===== src/rtl/ball_motion.sv =====
// Per-frame ball physics: advances the ball once per frame_tick, checks paddles and
// blocks one per cycle, clamps at the side walls and detects a missed ball.
module ball_motion #(
    parameter int BALL_R      = 10,
    parameter int STEP        = 2,
    parameter int X_INIT      = 320,
    parameter int Y_INIT      = 240,
    parameter int WIDTH_user  = 100,
    parameter int HIGH_user   = 20,
    parameter int WIDTH_block = 100,
    parameter int HIGH_block  = 40,
    parameter int WALL_L      = 10,
    parameter int WALL_R      = 630,
    parameter int WALL_T      = 10,
    parameter int WALL_B      = 470
) (
    input  logic       clk,
    input  logic       rst,
    input  logic       frame_tick,
    input  logic       start,
    input  logic [9:0] user1_xaddr,
    input  logic [9:0] user1_yaddr,
    input  logic [9:0] user2_xaddr,
    input  logic [9:0] user2_yaddr,
    input  logic [9:0] block1_xaddr,
    input  logic [9:0] block1_yaddr,
    input  logic [9:0] block2_xaddr,
    input  logic [9:0] block2_yaddr,
    input  logic [9:0] block3_xaddr,
    input  logic [9:0] block3_yaddr,
    output logic [9:0] ball_xaddr,
    output logic [9:0] ball_yaddr,
    output logic       game_over,
    output logic       busy,
    output logic [2:0] block_hit
);

    typedef logic signed [10:0] s11_t;

    typedef enum logic [3:0] {
        IDLE, WAIT, CALC, PAD1, PAD2, BLK1, BLK2, BLK3, WALL, COMMIT, OVER
    } state_t;

    localparam s11_t R_S      = 11'(BALL_R);
    localparam s11_t STEP_S   = 11'(STEP);
    localparam s11_t X_S      = 11'(X_INIT);
    localparam s11_t Y_S      = 11'(Y_INIT);
    localparam s11_t WALL_L_S = 11'(WALL_L);
    localparam s11_t WALL_R_S = 11'(WALL_R);
    localparam s11_t WALL_T_S = 11'(WALL_T);
    localparam s11_t WALL_B_S = 11'(WALL_B);
    localparam s11_t PAD_LX   = 11'(WIDTH_user / 2 + BALL_R);
    localparam s11_t PAD_LY   = 11'(HIGH_user / 2 + BALL_R);
    localparam s11_t BLK_LX   = 11'(WIDTH_block / 2 + BALL_R);
    localparam s11_t BLK_LY   = 11'(HIGH_block / 2 + BALL_R);

    function automatic s11_t abs11(input s11_t v);
        return (v < 0) ? -v : v;
    endfunction

    function automatic s11_t zext(input logic [9:0] v);
        return $signed({1'b0, v});
    endfunction

    // Overlap on both axes, and only while the ball is heading toward the object.
    function automatic logic touches(input s11_t nx, input s11_t ny, input s11_t y,
                                     input s11_t cx, input s11_t cy,
                                     input s11_t lim_x, input s11_t lim_y,
                                     input logic dy_pos);
        logic toward;
        toward = dy_pos ? (cy > y) : (cy < y);
        return (abs11(nx - cx) <= lim_x) && (abs11(ny - cy) <= lim_y) && toward;
    endfunction

    state_t     state_q, state_d;
    s11_t       x_q, x_d, y_q, y_d;
    s11_t       nx_q, nx_d, ny_q, ny_d;
    logic       dx_q, dx_d, dy_q, dy_d;
    logic       hit_q, hit_d;
    logic       busy_q, busy_d;
    logic       game_over_q, game_over_d;
    logic [2:0] block_hit_c;

    s11_t       obj_cx, obj_cy, obj_lx, obj_ly;
    logic [2:0] obj_mask;
    state_t     obj_next;
    logic       obj_hit;

    always_comb begin
        obj_cx   = '0;
        obj_cy   = '0;
        obj_lx   = '0;
        obj_ly   = '0;
        obj_mask = 3'b000;
        obj_next = WALL;
        case (state_q)
            PAD1: begin
                obj_cx = zext(user1_xaddr);  obj_cy = zext(user1_yaddr);
                obj_lx = PAD_LX;             obj_ly = PAD_LY;
                obj_next = PAD2;
            end
            PAD2: begin
                obj_cx = zext(user2_xaddr);  obj_cy = zext(user2_yaddr);
                obj_lx = PAD_LX;             obj_ly = PAD_LY;
                obj_next = BLK1;
            end
            BLK1: begin
                obj_cx = zext(block1_xaddr); obj_cy = zext(block1_yaddr);
                obj_lx = BLK_LX;             obj_ly = BLK_LY;
                obj_mask = 3'b001;           obj_next = BLK2;
            end
            BLK2: begin
                obj_cx = zext(block2_xaddr); obj_cy = zext(block2_yaddr);
                obj_lx = BLK_LX;             obj_ly = BLK_LY;
                obj_mask = 3'b010;           obj_next = BLK3;
            end
            BLK3: begin
                obj_cx = zext(block3_xaddr); obj_cy = zext(block3_yaddr);
                obj_lx = BLK_LX;             obj_ly = BLK_LY;
                obj_mask = 3'b100;           obj_next = WALL;
            end
            default: ;
        endcase
        obj_hit = touches(nx_q, ny_q, y_q, obj_cx, obj_cy, obj_lx, obj_ly, dy_q);
    end

    always_comb begin
        state_d     = state_q;
        x_d         = x_q;
        y_d         = y_q;
        nx_d        = nx_q;
        ny_d        = ny_q;
        dx_d        = dx_q;
        dy_d        = dy_q;
        hit_d       = hit_q;
        busy_d      = busy_q;
        game_over_d = game_over_q;
        block_hit_c = 3'b000;
        case (state_q)
            IDLE: if (start) state_d = WAIT;
            WAIT: if (frame_tick) begin
                state_d = CALC;
                busy_d  = 1'b1;
            end
            CALC: begin
                nx_d    = dx_q ? x_q + STEP_S : x_q - STEP_S;
                ny_d    = dy_q ? y_q + STEP_S : y_q - STEP_S;
                hit_d   = 1'b0;
                state_d = PAD1;
            end
            PAD1, PAD2, BLK1, BLK2, BLK3: begin
                // First object hit wins; the vertical move of that frame is cancelled.
                if (!hit_q && obj_hit) begin
                    dy_d        = ~dy_q;
                    ny_d        = y_q;
                    hit_d       = 1'b1;
                    block_hit_c = obj_mask;
                end
                state_d = obj_next;
            end
            WALL: begin
                if (nx_q - R_S <= WALL_L_S) begin
                    dx_d = 1'b1;
                    nx_d = WALL_L_S + R_S;
                end else if (nx_q + R_S >= WALL_R_S) begin
                    dx_d = 1'b0;
                    nx_d = WALL_R_S - R_S;
                end
                if (!hit_q && ((ny_q - R_S <= WALL_T_S) || (ny_q + R_S >= WALL_B_S))) begin
                    state_d     = OVER;
                    busy_d      = 1'b0;
                    game_over_d = 1'b1;
                end else begin
                    state_d = COMMIT;
                end
            end
            COMMIT: begin
                x_d     = nx_q;
                y_d     = ny_q;
                busy_d  = 1'b0;
                state_d = WAIT;
            end
            OVER: if (start) begin
                x_d         = X_S;
                y_d         = Y_S;
                dx_d        = 1'b1;
                dy_d        = 1'b1;
                game_over_d = 1'b0;
                state_d     = WAIT;
            end
            default: state_d = IDLE;
        endcase
    end

    always_ff @(posedge clk) begin
        if (rst) begin
            state_q     <= IDLE;
            x_q         <= X_S;
            y_q         <= Y_S;
            nx_q        <= X_S;
            ny_q        <= Y_S;
            dx_q        <= 1'b1;
            dy_q        <= 1'b1;
            hit_q       <= 1'b0;
            busy_q      <= 1'b0;
            game_over_q <= 1'b0;
        end else begin
            state_q     <= state_d;
            x_q         <= x_d;
            y_q         <= y_d;
            nx_q        <= nx_d;
            ny_q        <= ny_d;
            dx_q        <= dx_d;
            dy_q        <= dy_d;
            hit_q       <= hit_d;
            busy_q      <= busy_d;
            game_over_q <= game_over_d;
        end
    end

    assign ball_xaddr = x_q[9:0];
    assign ball_yaddr = y_q[9:0];
    assign busy       = busy_q;
    assign game_over  = game_over_q;
    assign block_hit  = rst ? 3'b000 : block_hit_c;

endmodule


===== config.mk =====
export PLATFORM = sky130hd
export DESIGN_NAME = ball_motion
export DESIGN_NICKNAME = d
export VERILOG_FILES = /design/src/rtl/ball_motion.sv
export SDC_FILE = /design/constraint.sdc
export NUM_CORES = 1
export LEC_CHECK = 0
export ABC_AREA = 1
export BUFFER_PORTS_ARGS = -buffer_cell sky130_fd_sc_hd__buf_4
export CAP_MARGIN = 20
export CORE_ASPECT_RATIO = 1.4
export CORE_UTILIZATION = 25
export CTS_BUF_LIST = sky130_fd_sc_hd__clkbuf_8
export DETAILED_ROUTE_END_ITERATION = 8
export GPL_TIMING_DRIVEN = 0
export RECOVER_POWER = 50
export SYNTH_ARGS = -nofsm -noshare
export SYNTH_HDL_FRONTEND = slang
export SYNTH_SLANG_ARGS = --single-unit

===== constraint.sdc =====
create_clock -name clk -period 6.9 [get_ports clk]
set_input_delay 0.69 -clock clk [delete_from_list [all_inputs] [get_ports clk]]
set_output_delay 0.69 -clock clk [all_outputs]
set_load 0.05 [all_outputs]

==> results of run 1 <==
[cell usage after synthesis (4+ instances only)]
master,n,area share
nand2_1,275,0.16
inv_1,150,0.088
a21oi_1,84,0.066
nor2_1,81,0.048
nand3_1,79,0.062
ha_1,63,0.12
dfxtp_1,53,0.17
o21ai_0,50,0.039
clkbuf_1,25,0.015
xor2_1,21,0.029
buf_4,20,0.023
a22o_1,13,0.018
a221oi_1,12,0.016
nor3_1,12,0.0094
nand2_2,9,0.0088
xnor2_1,8,0.011
nand4_1,7,0.0068
nor4_1,7,0.0068
o211ai_1,7,0.0082
nand3_2,6,0.0094
and2_1,5,0.0049
o21ai_1,5,0.0039
fa_1,4,0.013
inv_2,4,0.0023
nand3b_1,4,0.0047
nor2_2,4,0.0039
[cell families (layout without fill, tap and decap cells)]
group           count (synthesis)  in the layout  share of synthesized area
flops                          53             53                     0.1658
buf+inv                       205            340                     0.1367
compound gates                196            196                     0.1826
simple gates                  496            496                     0.3345
xor+xnor                       31             31                    0.04477
fa+ha+maj                      67             67                     0.1357
[worst min-delay path: stages (launching register included)]
cell and delay [ns]:
dfxtp_1 0.32, o21ai_0 0.06, a21oi_1 0.06
[power by group through the flow]
stage	Sequential [mW]	Clock, mW	Combinational, mW
after global routing	0.357	0.265	0.858
after detailed placement	0.361	0	0.747
after global placement	0.361	0	0.729
after CTS	0.353	0.254	0.750
after floorplan	0.350	0	0.563
final	0.353	0.249	0.749
[worst min-delay path by stage]
| stage | startpoint | to | slack (ns) | cells after the start |
|---|---|---|---|---|
| floorplan | nx_q[0]$_SDFFE_PP0P_ | nx_q[0]$_SDFFE_PP0P_ | 0.45 | 2 |
| global placement | x_q[10]$_SDFFE_PP0P_ | x_q[10]$_SDFFE_PP0P_ | 0.46 | 2 |
| detailed placement | hit_q$_SDFFE_PP0P_ | hit_q$_SDFFE_PP0P_ | 0.47 | 2 |
| CTS | hit_q$_SDFFE_PP0P_ | hit_q$_SDFFE_PP0P_ | 0.48 | 2 |
| global route | hit_q$_SDFFE_PP0P_ | hit_q$_SDFFE_PP0P_ | 0.51 | 2 |
| finish | hit_q$_SDFFE_PP0P_ | hit_q$_SDFFE_PP0P_ | 0.48 | 2 |
[metal layers]
metal,wire [um],vias to the layer above
met3,735,22
met2,11440,153
met1,9059,3260
met4,398,0
li1,-,3687
met5,0,-
[cells in the final DEF, fill, tap and decap left out, types with 9 or more instances in the layout]
cell type | netlist | routed
nor3_1 | 12 | 12
a21oi_1 | 84 | 84
ha_1 | 63 | 63
a221oi_1 | 12 | 12
clkbuf_1 | 25 | 41
nand3_1 | 79 | 79
dfxtp_1 | 53 | 53
nor2_1 | 81 | 80
inv_1 | 150 | 150
xor2_1 | 21 | 21
buf_4 | 20 | 125
a22o_1 | 13 | 13
nand2_1 | 275 | 275
nand2_2 | 9 | 9
o21ai_0 | 50 | 50
[sequential cells by signal (all words and copies together) (netlist names)]
name,cells
dy_q,1
state_q,4
y_q,11
ny_q,11
busy,1
nx_q,11
game_over,1
hit_q,1
dx_q,1
x_q,11
[through the flow]
step                worst slack, ns  cells
floorplan                     1.038   1048
global route                0.03084   1498
detailed placement           0.5945   1490
global placement             0.5879   1490
CTS                          0.2101   1498
finish                       0.4866   1498
[final cells by class]
type | count | area (sq um)
Fill cell | 2806 | 17110
Clock inverter | 3 | 65.06
Clock buffer | 5 | 68.82
Timing Repair Buffer | 127 | 874.6
Sequential cell | 53 | 1061
Tap cell | 315 | 394.1
Multi-Input combinational cell | 790 | 4473
Inverter | 156 | 585.6
Buffer | 49 | 295.3
[what timing repair did]
item	4_1_cts	5_1_grt
resized for setup	0	12
setup endpoints to repair	0	3
hold buffers	0	0
setup buffers	0	0
==> run metrics, run 1 <==
Setup Crit Path Kind reg -> out; Tot GR Track Use 0.1616; DRC 0; fin crit period 6.413 ns; HPWL Detailed 18100 um; clk slew on worst S/H paths 0.09 ns; Cell variety after synth 50; CTS Buf Count 5; Setup crit end kind output pin; drt pass-1 iters 5; cells on worst reg2reg path 36; core area 24930 sq um; Util after Layout 0.3136; Slew headroom 0.5454; Worst Path Buf+Inv 8; Routed Antenna Nets 0; Starting Density 0.2567; dpl cell area 7747 sq um; GR Layer Usage met3 0.01273; Critical-path top delay cell ha_1; worst ir drop on vdd 97.93 uV; mapped cell area 6400 sq um; Reg power frac 0.261; global-route wire length before repair 33420 um; cell repeated most along the worst path nand2_1; Main synth FF type dfxtp_1; num rows 68; Clock power frac 0.184; Final Skew 0.01083 ns; startpoint types flop; Final Hold Viols 0; worst hold slack 0.4824 ns; Critical Path Fanout Max 10; Internal Power 765.2 uW; vias in the first global route 6648; reg2reg end ny_q[8]$_SDFFE_PP0P_; Pwr Total 1.351 mW; max-cap violations 0; Post-synth EDFFs 0; GPL Wtd Cong 0.8677; Worst-Margin Slew 0.6756 ns; Die X 137.2 um; Leak 3.918 nW; Max stage delay on crit path 0.41 ns; routed wire length 21640 um; GRT Max-Usage Layer met2; CTS tree done; HP Class reg -> reg; Arrival @ worst endpoint 5.72 ns; PortBufs 127; synthesized flop and latch total 53; initial DRC count 459; met2 usage 0.3067; via count 7122; Worst setup endpoint block_hit[0]; Sink Count 53; Die ar. 26250 sq um; average size of a mapped cell 6.107 sq um; Sw Share 0.4338; M1 GR Usage 0.1935; drt via density 4.754; largest net degree at the start of global routing 17; Setup TNS 0 ns; CTS max path bufs 2; clk_lat worst skew 0.31 ns; H-tree lvl count 2; Logic pwr share 0.554; unrepaired setup endpoints after global routing no; Seq/Total Area, Yosys 0.1658; CP Depth 34; CP delay by family, top simple AND/OR/NAND/NOR gates; die height 191.3 um; CP startpoint state_q[2]$_SDFFE_PP0P_; GRT Residual Overflow 0; Async S/R FF share, synth 0; num ports 129; syn nets 1219; FF-to-FF setup slack 1.69 ns; RR Startpoint state_q[2]$_SDFFE_PP0P_; Layout Nets 1353; Design Area, Final 7818 sq um; clk root buf clkbuf_8; # diodes 0; layout cells sized above 1 0.1505; switching power 586.3 uW; Final Setup Violations 0; Worst Path Required 6.21 ns; initial antenna violation count 0; Synth Instances 1048; power density cells 172.9 nW/um^2; WL/cell 14.44 um; Fmax 155.9 MHz; Final Max Tran Viols 0; status finished clean; fin crit share 0.9295; Area Overhead vs Synth 22.15%; Ys Warns 0
Note: power is estimated with default switching activity, not from simulation.
==> run 2: changes to the inputs <==
ABC_AREA = default   (was 1)
BUFFER_PORTS_ARGS = -buffer_cell sky130_fd_sc_hd__clkbuf_2   (was -buffer_cell sky130_fd_sc_hd__buf_4)
==> run 2 against run 1 <==
First-iteration DRC count decreased by 17%. Critical path type unchanged. Sequential share of layout area increased by 0.42 points. Highest routed layer unchanged. Clock power decreased by 14%. Via count decreased by 5.9%.
==> run metrics, run 2 <==
drt via density 5.230 (+10%); Die ar. 25680 sq um (-2.2%); synthesized flop and latch total 53 (unchanged); cells on worst reg2reg path 26 (-28%); reg2reg end ny_q[5]$_SDFFE_PP1P_; Pwr Total 1.342 mW (-0.68%); fin crit period 6.591 ns (+0.1773 ns); GPL Wtd Cong 0.8579 (-1.1%); commonest non-fill, non-tap cell in the layout clkbuf_2; Main synth FF type dfxtp_1; Ys Warns 0 (unchanged); Setup TNS 0 ns (unchanged); Setup crit end kind output pin; Synth Instances 820 (-22%); area leader, netlist dfxtp_1; num ports 129 (unchanged); layout cells sized above 1 0.2203 (+0.06980); most frequent cells in the layout 110 x clkbuf_2, 72 x nand2_1, 68 x nor2_1; top cells by area, synth dfxtp_1 17%, ha_1 13%, nand2_1 4.5%; Sink Count 53 (unchanged); Final Skew 0.01043 ns (-0.0003971 ns); worst ir drop on vdd 109.4 uV (+12%); Cell variety after synth 86 (+72%); worst hold slack 0.4968 ns (+0.01448 ns); Area Overhead vs Synth 22.18% (about the same); num rows 68 (unchanged); clk slew on worst S/H paths 0.09 ns (about the same); FF-to-FF setup slack 0.88 ns (-0.81 ns); start point of the worst hold path hit_q$_SDFFE_PP0P_; # diodes 0 (unchanged); multi-input logic area 4723 sq um (+5.6%); max-cap violations 0 (unchanged); CTS tree done; Routed Antenna Nets 0 (unchanged); CTS Buf Count 5 (unchanged); Starting Density 0.2545 (-0.002248); RR Startpoint state_q[3]$_SDFFE_PP0P_; routed wire length 20810 um (-3.8%); fillers 2636 (-6.1%); CTS max path bufs 2 (unchanged); setup ws final 0.3093 ns (-0.1773 ns); initial DRC count 383 (-17%); Critical Path Fanout Max 10 (unchanged); via count 6705 (-5.9%); clk_lat worst skew 0.32 ns (about the same); Arrival @ worst endpoint 5.90 ns (+0.18 ns); largest net degree at the start of global routing 17 (unchanged); HPWL Detailed 16970 um (-6.3%); Critical-path top delay cell fa_1; Worst Path Required 6.21 ns (about the same); initial antenna violation count 0 (unchanged); Fmax 151.7 MHz (-2.7%); power density cells 175.6 nW/um^2 (+1.6%); Yosys top cell area share 0.1696 (+0.003779); Tot GR Track Use 0.1581 (-0.003457); fin crit share 0.9552 (+0.02569); status finished clean; Final Max Tran Viols 0 (unchanged); global-route wire length before repair 32220 um (-3.6%); vias in the first global route 6151 (-7.5%); Post-synth EDFFs 0 (unchanged); dpl cell area 7292 sq um (-5.9%); Layout Nets 1137 (-16%); worst hold path endpoint hit_q$_SDFFE_PP0P_; Setup Crit Path Kind reg -> out; Final Hold Viols 0 (unchanged); HP Class reg -> reg; Max stage delay on crit path 0.39 ns (-0.02 ns); WL/cell 16.23 um (+12%); Final Setup Violations 0 (unchanged); syn nets 991 (-19%); DRC 0 (unchanged); hold_buf cts 0 (unchanged); Async S/R FF share, synth 0 (unchanged); Seq/Total Area, Yosys 0.1696 (+0.003779); Worst-Margin Slew 1.014 ns (+0.3382 ns); H-tree lvl count 2 (unchanged); Leak 3.354 nW (-14%); mapped cell area 6257 sq um (-2.2%); core area 24590 sq um (-1.4%); Post-synth top cells 75 x nand2_1, 68 x nor2_1, 63 x ha_1; most frequent cell after synthesis nand2_1; Worst Hold Depth 2 (unchanged); PortBufs 127 (unchanged); average size of a mapped cell 7.631 sq um (+25%); pre-CTS setup slack -1.129 ns (-1.723 ns); startpoint types flop; Design Area, Final 7645 sq um (-2.2%); FF+latch area 1070 sq um (+0.83%); clk root buf clkbuf_8; die height 189.2 um (-1.1%); Die X 135.7 um (-1.1%); Slew headroom 0.3217 (-0.2238); drt pass-1 iters 5 (unchanged); GRT Residual Overflow 0 (unchanged)
==> run 2: changes by cell type after synthesis, sizes merged, moves of 13 or more <==
cell	delta
o21ai	-19
nand2	-210
inv	-96
a22o	-13
a22oi	+28
nor2	-17
xnor2	+18
nand3	-68
a21oi	-41
==> run 2: area by class of cell <==
type	count	share of cell area
Buffer	58	0.05139
Sequential cell	53	0.1399
Clock buffer	5	0.009002
Multi-Input combinational cell	649	0.6178
Inverter	59	0.02897
Clock inverter	3	0.005565
Timing Repair Buffer	140	0.09574
Tap cell	315	0.05155
==> run 2: where the power goes <==
part / total [mW] / switching (mW) / leakage, nW / internal [mW]
Sequential: 0.338 / 0.0213 / 0.431 / 0.317
Clock: 0.214 / 0.106 / 0.0595 / 0.108
Combinational: 0.790 / 0.448 / 2.86 / 0.342
==> run 2: stage by stage <==
stage | util | instances
6_report | 0.3109 | 1282
5_1_grt | 0.3109 | 1282
4_1_cts | 0.3070 | 1272
3_5_place_dp | 0.2966 | 1263
3_3_place_gp | 0.2964 | 1262
2_1_floorplan | - | 820
==> run 2: worst max path at each step <==
stage	start	endpoint	slack (ns)	depth (start not counted)
6_report	state_q[3]$_SDFFE_PP0P_	block_hit[2]	0.31	27
5_1_grt	state_q[0]$_SDFFE_PP0P_	block_hit[2]	-0.01	26
4_1_cts	state_q[3]$_SDFFE_PP0P_	block_hit[2]	0.01	26
3_5_place_dp	state_q[1]$_SDFFE_PP0P_	block_hit[2]	-1.13	27
3_3_place_gp	state_q[1]$_SDFFE_PP0P_	block_hit[2]	-1.01	27
2_1_floorplan	state_q[1]$_SDFFE_PP0P_	block_hit[0]	-0.43	26
==> run 2: kinds of logic (layout without fill, tap and decap cells) <==
logic type,count (synthesis),count (layout),synth area share
AOI/OAI and AO/OA,254,254,0.2943
xor gates and xnor gates,45,45,0.06539
adders and majority gates,68,68,0.1404
buffers and inverters,118,265,0.09638
DFF,53,53,0.1696
muxes,6,6,0.01060
and+or+nand+nor,276,276,0.2234
==> run 2: what timing repair did <==
action / 4_1_cts / 5_1_grt
setup buffers: 2 / 10
setup endpoints to repair: 13 / 3
pin swaps: 1 / 7
gates resized for setup: 31 / 30
==> run 2: per-layer routing <==
layer,up-vias,GRT usage,wire length (um)
li1,3315,-,-
met1,3175,0.1899,8556
met2,179,0.2873,10800
met3,36,0.01499,812
met4,0,0.05488,636
met5,-,0,0
==> run 2: worst max-delay path: cells and delay by family, from the launching register on <==
| kind | cells | cell delay (ns) |
|---|---|---|
| xor gates and xnor gates | 2 | 0.37 |
| buffers and inverters | 5 | 0.92 |
| and+or+nand+nor | 10 | 1.73 |
| DFF | 1 | 0.37 |
| adders and majority gates | 3 | 0.85 |
| AOI/OAI and AO/OA | 7 | 1.32 |
